File: src/rtl/dec_rr_arbiter_4_if.sv
// Request/grant bundle between the requesters and the round-robin arbiter.
// The master side drives the requests; the slave side (the arbiter) drives the grant.
interface dec_rr_arbiter_4_if;
  logic       en;
  logic [3:0] req;
  logic       done;
  logic [3:0] gnt;
  logic       a1;
  logic       a0;
  logic       valid;

  modport master (output en, req, done, input gnt, a1, a0, valid);
  modport slave  (input en, req, done, output gnt, a1, a0, valid);
endinterface

File: src/rtl/dec_rr_arbiter_4.sv
// Four-requester round-robin arbiter with bounded grant hold time.
// The winner is presented as a one-hot grant and as a 2-bit decoder index.
module dec_rr_arbiter_4 #(
  parameter int unsigned MAX_HOLD = 8,
  parameter int unsigned CW       = 4
) (
  input  logic               clk_i,
  input  logic               rst_i,
  dec_rr_arbiter_4_if.slave  bus
);

  typedef enum logic {IDLE, GRANT} state_e;

  state_e          state_q, state_d;
  logic [1:0]      ptr_q, ptr_d;
  logic [CW-1:0]   hcnt_q, hcnt_d;
  logic [1:0]      own_q, own_d;
  logic            valid_q, valid_d;
  logic [3:0]      gnt_q, gnt_d;
  logic [3:0]      rem_c;
  logic            release_c;

  // First requester at or after the priority pointer, wrapping modulo 4.
  function automatic logic [1:0] rr_pick(input logic [3:0] r, input logic [1:0] p);
    logic [1:0] idx;
    rr_pick = p;
    for (int k = 3; k >= 0; k--) begin
      idx = p + 2'(k);
      if (r[idx]) rr_pick = idx;
    end
  endfunction

  always_ff @(posedge clk_i) begin
    if (rst_i) begin
      state_q <= IDLE;
      ptr_q   <= 2'd0;
      hcnt_q  <= '0;
      own_q   <= 2'd0;
      valid_q <= 1'b0;
      gnt_q   <= 4'b0000;
    end else begin
      state_q <= state_d;
      ptr_q   <= ptr_d;
      hcnt_q  <= hcnt_d;
      own_q   <= own_d;
      valid_q <= valid_d;
      gnt_q   <= gnt_d;
    end
  end

  always_comb begin
    state_d   = state_q;
    ptr_d     = ptr_q;
    hcnt_d    = hcnt_q;
    own_d     = own_q;
    valid_d   = valid_q;
    rem_c     = bus.req & ~(4'b0001 << own_q);
    release_c = 1'b0;

    unique case (state_q)
      IDLE: begin
        if (bus.en && (bus.req != 4'b0000)) begin
          state_d = GRANT;
          own_d   = rr_pick(bus.req, ptr_q);
          hcnt_d  = CW'(1);
          valid_d = 1'b1;
        end
      end
      GRANT: begin
        release_c = !bus.en || bus.done || !bus.req[own_q] || (hcnt_q == CW'(MAX_HOLD));
        if (!release_c) begin
          hcnt_d = hcnt_q + CW'(1);
        end else begin
          // The pointer always moves past the releasing owner, even on a self-regrant.
          ptr_d = own_q + 2'd1;
          if (bus.en && (rem_c != 4'b0000)) begin
            own_d  = rr_pick(rem_c, own_q + 2'd1);
            hcnt_d = CW'(1);
          end else if (bus.en && bus.req[own_q]) begin
            hcnt_d = CW'(1);
          end else begin
            state_d = IDLE;
            valid_d = 1'b0;
          end
        end
      end
      default: state_d = IDLE;
    endcase

    gnt_d = valid_d ? (4'b0001 << own_d) : 4'b0000;
  end

  assign bus.gnt   = gnt_q;
  assign bus.a1    = own_q[1];
  assign bus.a0    = own_q[0];
  assign bus.valid = valid_q;

endmodule

File: src/flat_wrapper.sv
// flat-port wrapper written by rule: the top's interface ports become plain ports
module dec_rr_arbiter_4_flat 
#(
  parameter int unsigned MAX_HOLD = 8,
  parameter int unsigned CW       = 4
)
  (clk_i, rst_i, bus_en, bus_req, bus_done, bus_gnt, bus_a1, bus_a0, bus_valid);
  dec_rr_arbiter_4_if bus_i ();
  input  logic clk_i;
  input  logic rst_i;
  input wire logic [$bits(bus_i.en)-1:0] bus_en;
  input wire logic [$bits(bus_i.req)-1:0] bus_req;
  input wire logic [$bits(bus_i.done)-1:0] bus_done;
  output wire logic [$bits(bus_i.gnt)-1:0] bus_gnt;
  output wire logic [$bits(bus_i.a1)-1:0] bus_a1;
  output wire logic [$bits(bus_i.a0)-1:0] bus_a0;
  output wire logic [$bits(bus_i.valid)-1:0] bus_valid;
  assign bus_i.en = bus_en;
  assign bus_i.req = bus_req;
  assign bus_i.done = bus_done;
  assign bus_gnt = bus_i.gnt;
  assign bus_a1 = bus_i.a1;
  assign bus_a0 = bus_i.a0;
  assign bus_valid = bus_i.valid;
  dec_rr_arbiter_4 #(.MAX_HOLD(MAX_HOLD), .CW(CW)) u_core (.clk_i(clk_i), .rst_i(rst_i), .bus(bus_i));
endmodule
File: config.mk
export PLATFORM = sky130hd
export DESIGN_NAME = dec_rr_arbiter_4_flat
export DESIGN_NICKNAME = d
export VERILOG_FILES = /design/src/rtl/dec_rr_arbiter_4_if.sv /design/src/rtl/dec_rr_arbiter_4.sv /design/src/flat_wrapper.sv
export SDC_FILE = /design/constraint.sdc
export NUM_CORES = 1
export LEC_CHECK = 0
export BUFFER_PORTS_ARGS = -buffer_cell sky130_fd_sc_hd__buf_4
export CORE_ASPECT_RATIO = 1.75
export CORE_MARGIN = 1
export CORE_UTILIZATION = 35
export CTS_BUF_LIST = sky130_fd_sc_hd__clkbuf_2 sky130_fd_sc_hd__clkbuf_4 sky130_fd_sc_hd__clkbuf_8
export CTS_CLUSTER_DIAMETER = 120
export CTS_CLUSTER_SIZE = 40
export DETAILED_ROUTE_END_ITERATION = 10
export PLACE_DENSITY_LB_ADDON = 0.1
export SETUP_SLACK_MARGIN = 0.02
export SYNTH_ARGS = -nofsm -noshare
export SYNTH_HDL_FRONTEND = slang
export SYNTH_SLANG_ARGS = --single-unit
File: constraint.sdc
create_clock -name clk_i -period 2.2 [get_ports clk_i]
set_input_delay 0.22 -clock clk_i [delete_from_list [all_inputs] [get_ports clk_i]]
set_output_delay 0.22 -clock clk_i [all_outputs]
set_load 0.1 [all_outputs]
==> results.md <==
* Leak Pwr at 0.506 nW
* Predominant post-synthesis flop cell: dfxtp_1
* Multi-input logic area at 764 sq um
* Power Density at 666 nW/um^2
* Hold buffer count at cts at 0
* Synth Instances at 127
* RD Place Congestion at 0.904
* Post-synthesis compound-gate area fraction at 0.302
* Vias/cell at 5.98
* Minimum clock period at 2.15 ns
* Global-route wire length before repair at 4360 microns
* CP Capture Type: flop
* Sw power at 0.327 mW
* Largest net degree at the start of global routing at 13
* Adder-cell share of the synthesized area at 0.0708
* Peak Freq at 465 MHz
* Placement Setup Slack at 0.0396 ns
* CTS H-tree depth at 1
* Max-Cap Viols at 0
* Vias in the first global route at 946
* Req. time, crit path at 2.39 ns
* DR iter-0 viols at 28
* Ys async rst share at 0
* Drt pass-1 iters at 7
* Seq cells post-synth at 14
* Post-synth EDFFs at 0
* Unrepaired setup endpoints after global routing: yes
* Slew @ Worst Pin at 0.427 ns
* Relative slew slack at 0.712
* Multiplexer share of the synthesized area at 0.0189
* Critical Path Fanout Max at 7
* Simple-gate share of the synthesized area at 0.272
* WP data arrival at 2.34 ns
* Mean post-synth cell area at 8.35 sq um
* Synth cell types at 47
* Violated checks: design-rule violations
* Syn nets at 141
* Total Routed Length at 2740 microns
* Via count at 1010
* Maximum vdd drop at 0.000392 V
* # port buffers at 14
* Die footprint at 3260 sq um
* Reg clk slew, reported paths at 0.06 ns
* Commonest non-fill, non-tap cell in the layout: buf_4
* Xor/xnor cell area share of the yosys netlist at 0
* Layout area overhead at 23.3%
* Routed Antenna Nets at 0
* Clock sink count at 14
* Commonest cells after routing, fill and taps aside: buf_4 (17), nor2_1 (13), dfxtp_1 (12)
* Status: finished, violations left
* Final worst path period share at 0.977
* Antenna cells at 0
* Die Ht at 74.8 microns
* Number of cell rows at 26
* Total CTS buffers at 3
* WL/cell at 16.2 microns
* CTS tree: yes
* Remaining Overflow, GRT at 0
* Final Max Tran Viols at 0
* Final worst slack at 0.0503 ns
* Die X at 43.6 microns
* Sw Ratio at 0.376
* Int Power at 0.544 mW
* Synthesized area at 1060 sq um
* Fin. Hold Viols at 0
* Yosys warnings at 0
* Largest family of logic cells by synthesized area: compound AO/OA/AOI/OAI gates
* # fillers at 292
* GR Util All Layers at 0.180
* Initial antenna violation count at 0
* IO Count at 15
* Initial Utilization at 0.366
* CP startpoint kind: flop
* Setup CP Type: flop to flop
* Combinational power share at 0.370
* Worst Skew at 0.00301 ns
* Sequential power share at 0.340
* Root buf cell: clkbuf_8
* DRC viols at 1
* Final setup violation count at 0
* Maximum clock path buffer count at 2
* Hold Slack at 0.246 ns
* Clk_lat worst skew at 0.25 ns
* Hpwl dp at 2130 microns
* Core area at 2900 sq um
* Nets at 156
* Seq. cell area at 288 sq um
* Seq/Total Area, Yosys at 0.264
* Layout cells sized above 1 at 0.312
* Worst min-delay path class: primary input to flop
* Clock power frac at 0.290
[per-layer routing]
metal	track usage	up-vias	share of wire
met1	0.186	474	0.37
met4	0.125	0	0.045
met2	0.328	25	0.56
met5	0	-	0
li1	-	497	-
met3	0.0192	14	0.026
[power groups by stage]
stage               clock (mW)  sequential (mW)  combinational (mW)
finish                   0.252            0.296               0.323
global route             0.269            0.299               0.347
CTS                      0.258            0.294               0.306
detailed placement           0            0.299               0.304
global placement             0            0.299               0.304
floorplan                    0            0.365               0.171
[sequential cells by signal, summed over array words and instances, names as in the netlist]
signal and count:
u_core.bus.gnt 4, u_core.bus.valid 1, u_core.hcnt_q 4, u_core.own_q 2
u_core.ptr_q 2, u_core.state_q 1
[final timing paths]
path | from | endpoint | slack [ns] | cells after the start
setup / recovery | u_core.own_q[0] | u_core.bus.gnt[2] | 0.05 | 8
hold reg to reg | u_core.hcnt_q[2] | u_core.hcnt_q[2] | 0.51 | 1
setup reg to reg | u_core.own_q[0] | u_core.bus.gnt[2] | 0.05 | 8
hold / removal | rst_i | u_core.own_q[0] | 0.25 | 2
[kinds of logic after synthesis]
| group | count (synthesis) |
|---|---|
| AO/OA/AOI/OAI | 37 |
| adder cells (fa/ha/maj) | 6 |
| buffers and inverters | 16 |
| flip-flops | 14 |
| multiplexers | 2 |
| AND/OR/NAND/NOR | 52 |
[critical path, stage by stage, from the launching register on]
cell     delay, ns
dfxtp_4       0.39
inv_4         0.10
ha_4          0.15
nor2b_4       0.05
o41ai_4       0.44
and3b_2       0.28
and4_4        0.16
o31ai_4       0.32
and3_1        0.21
[synth_stat cells (all sizes together) (3+ instances only)]
library cell	instances	area [sq um]
a211oi	3	27.5
a21oi	9	56.3
a31oi	3	25.0
and3	3	18.8
buf	6	38.8
dfxtp	14	280
ha	6	75.1
inv	9	33.8
nand2	10	40.0
nand2b	3	18.8
nand3	4	20.0
nand4	3	18.8
nor2	15	58.8
nor2b	5	38.8
nor4	3	18.8
o21ai	3	15.0
[repair_timing]
action | CTS | global route
setup endpoints to repair | 1 | 7
pin swaps | 1 | 6
buffers inserted | 0 | 1
resized for setup | 2 | 8
[metrics by stage]
step	area (sq um)	std cells	TNS, ns	total power [mW]	util
after floorplan	1090	127	0	0.535	-
after global placement	1210	164	0	0.603	0.417
after detailed placement	1210	164	0	0.603	0.417
after CTS	1260	168	0	0.858	0.436
after global routing	1310	169	-0.0575	0.916	0.452
final	1310	169	0	0.871	0.452
[cell type report]
class	count	area share
tap	28	0.0268
multi-input combinational	97	0.584
inverter	9	0.0296
sequential	14	0.220
clock buffer	4	0.0421
timing repair buffer	17	0.0975
Note: power is estimated with default switching activity, not from simulation.
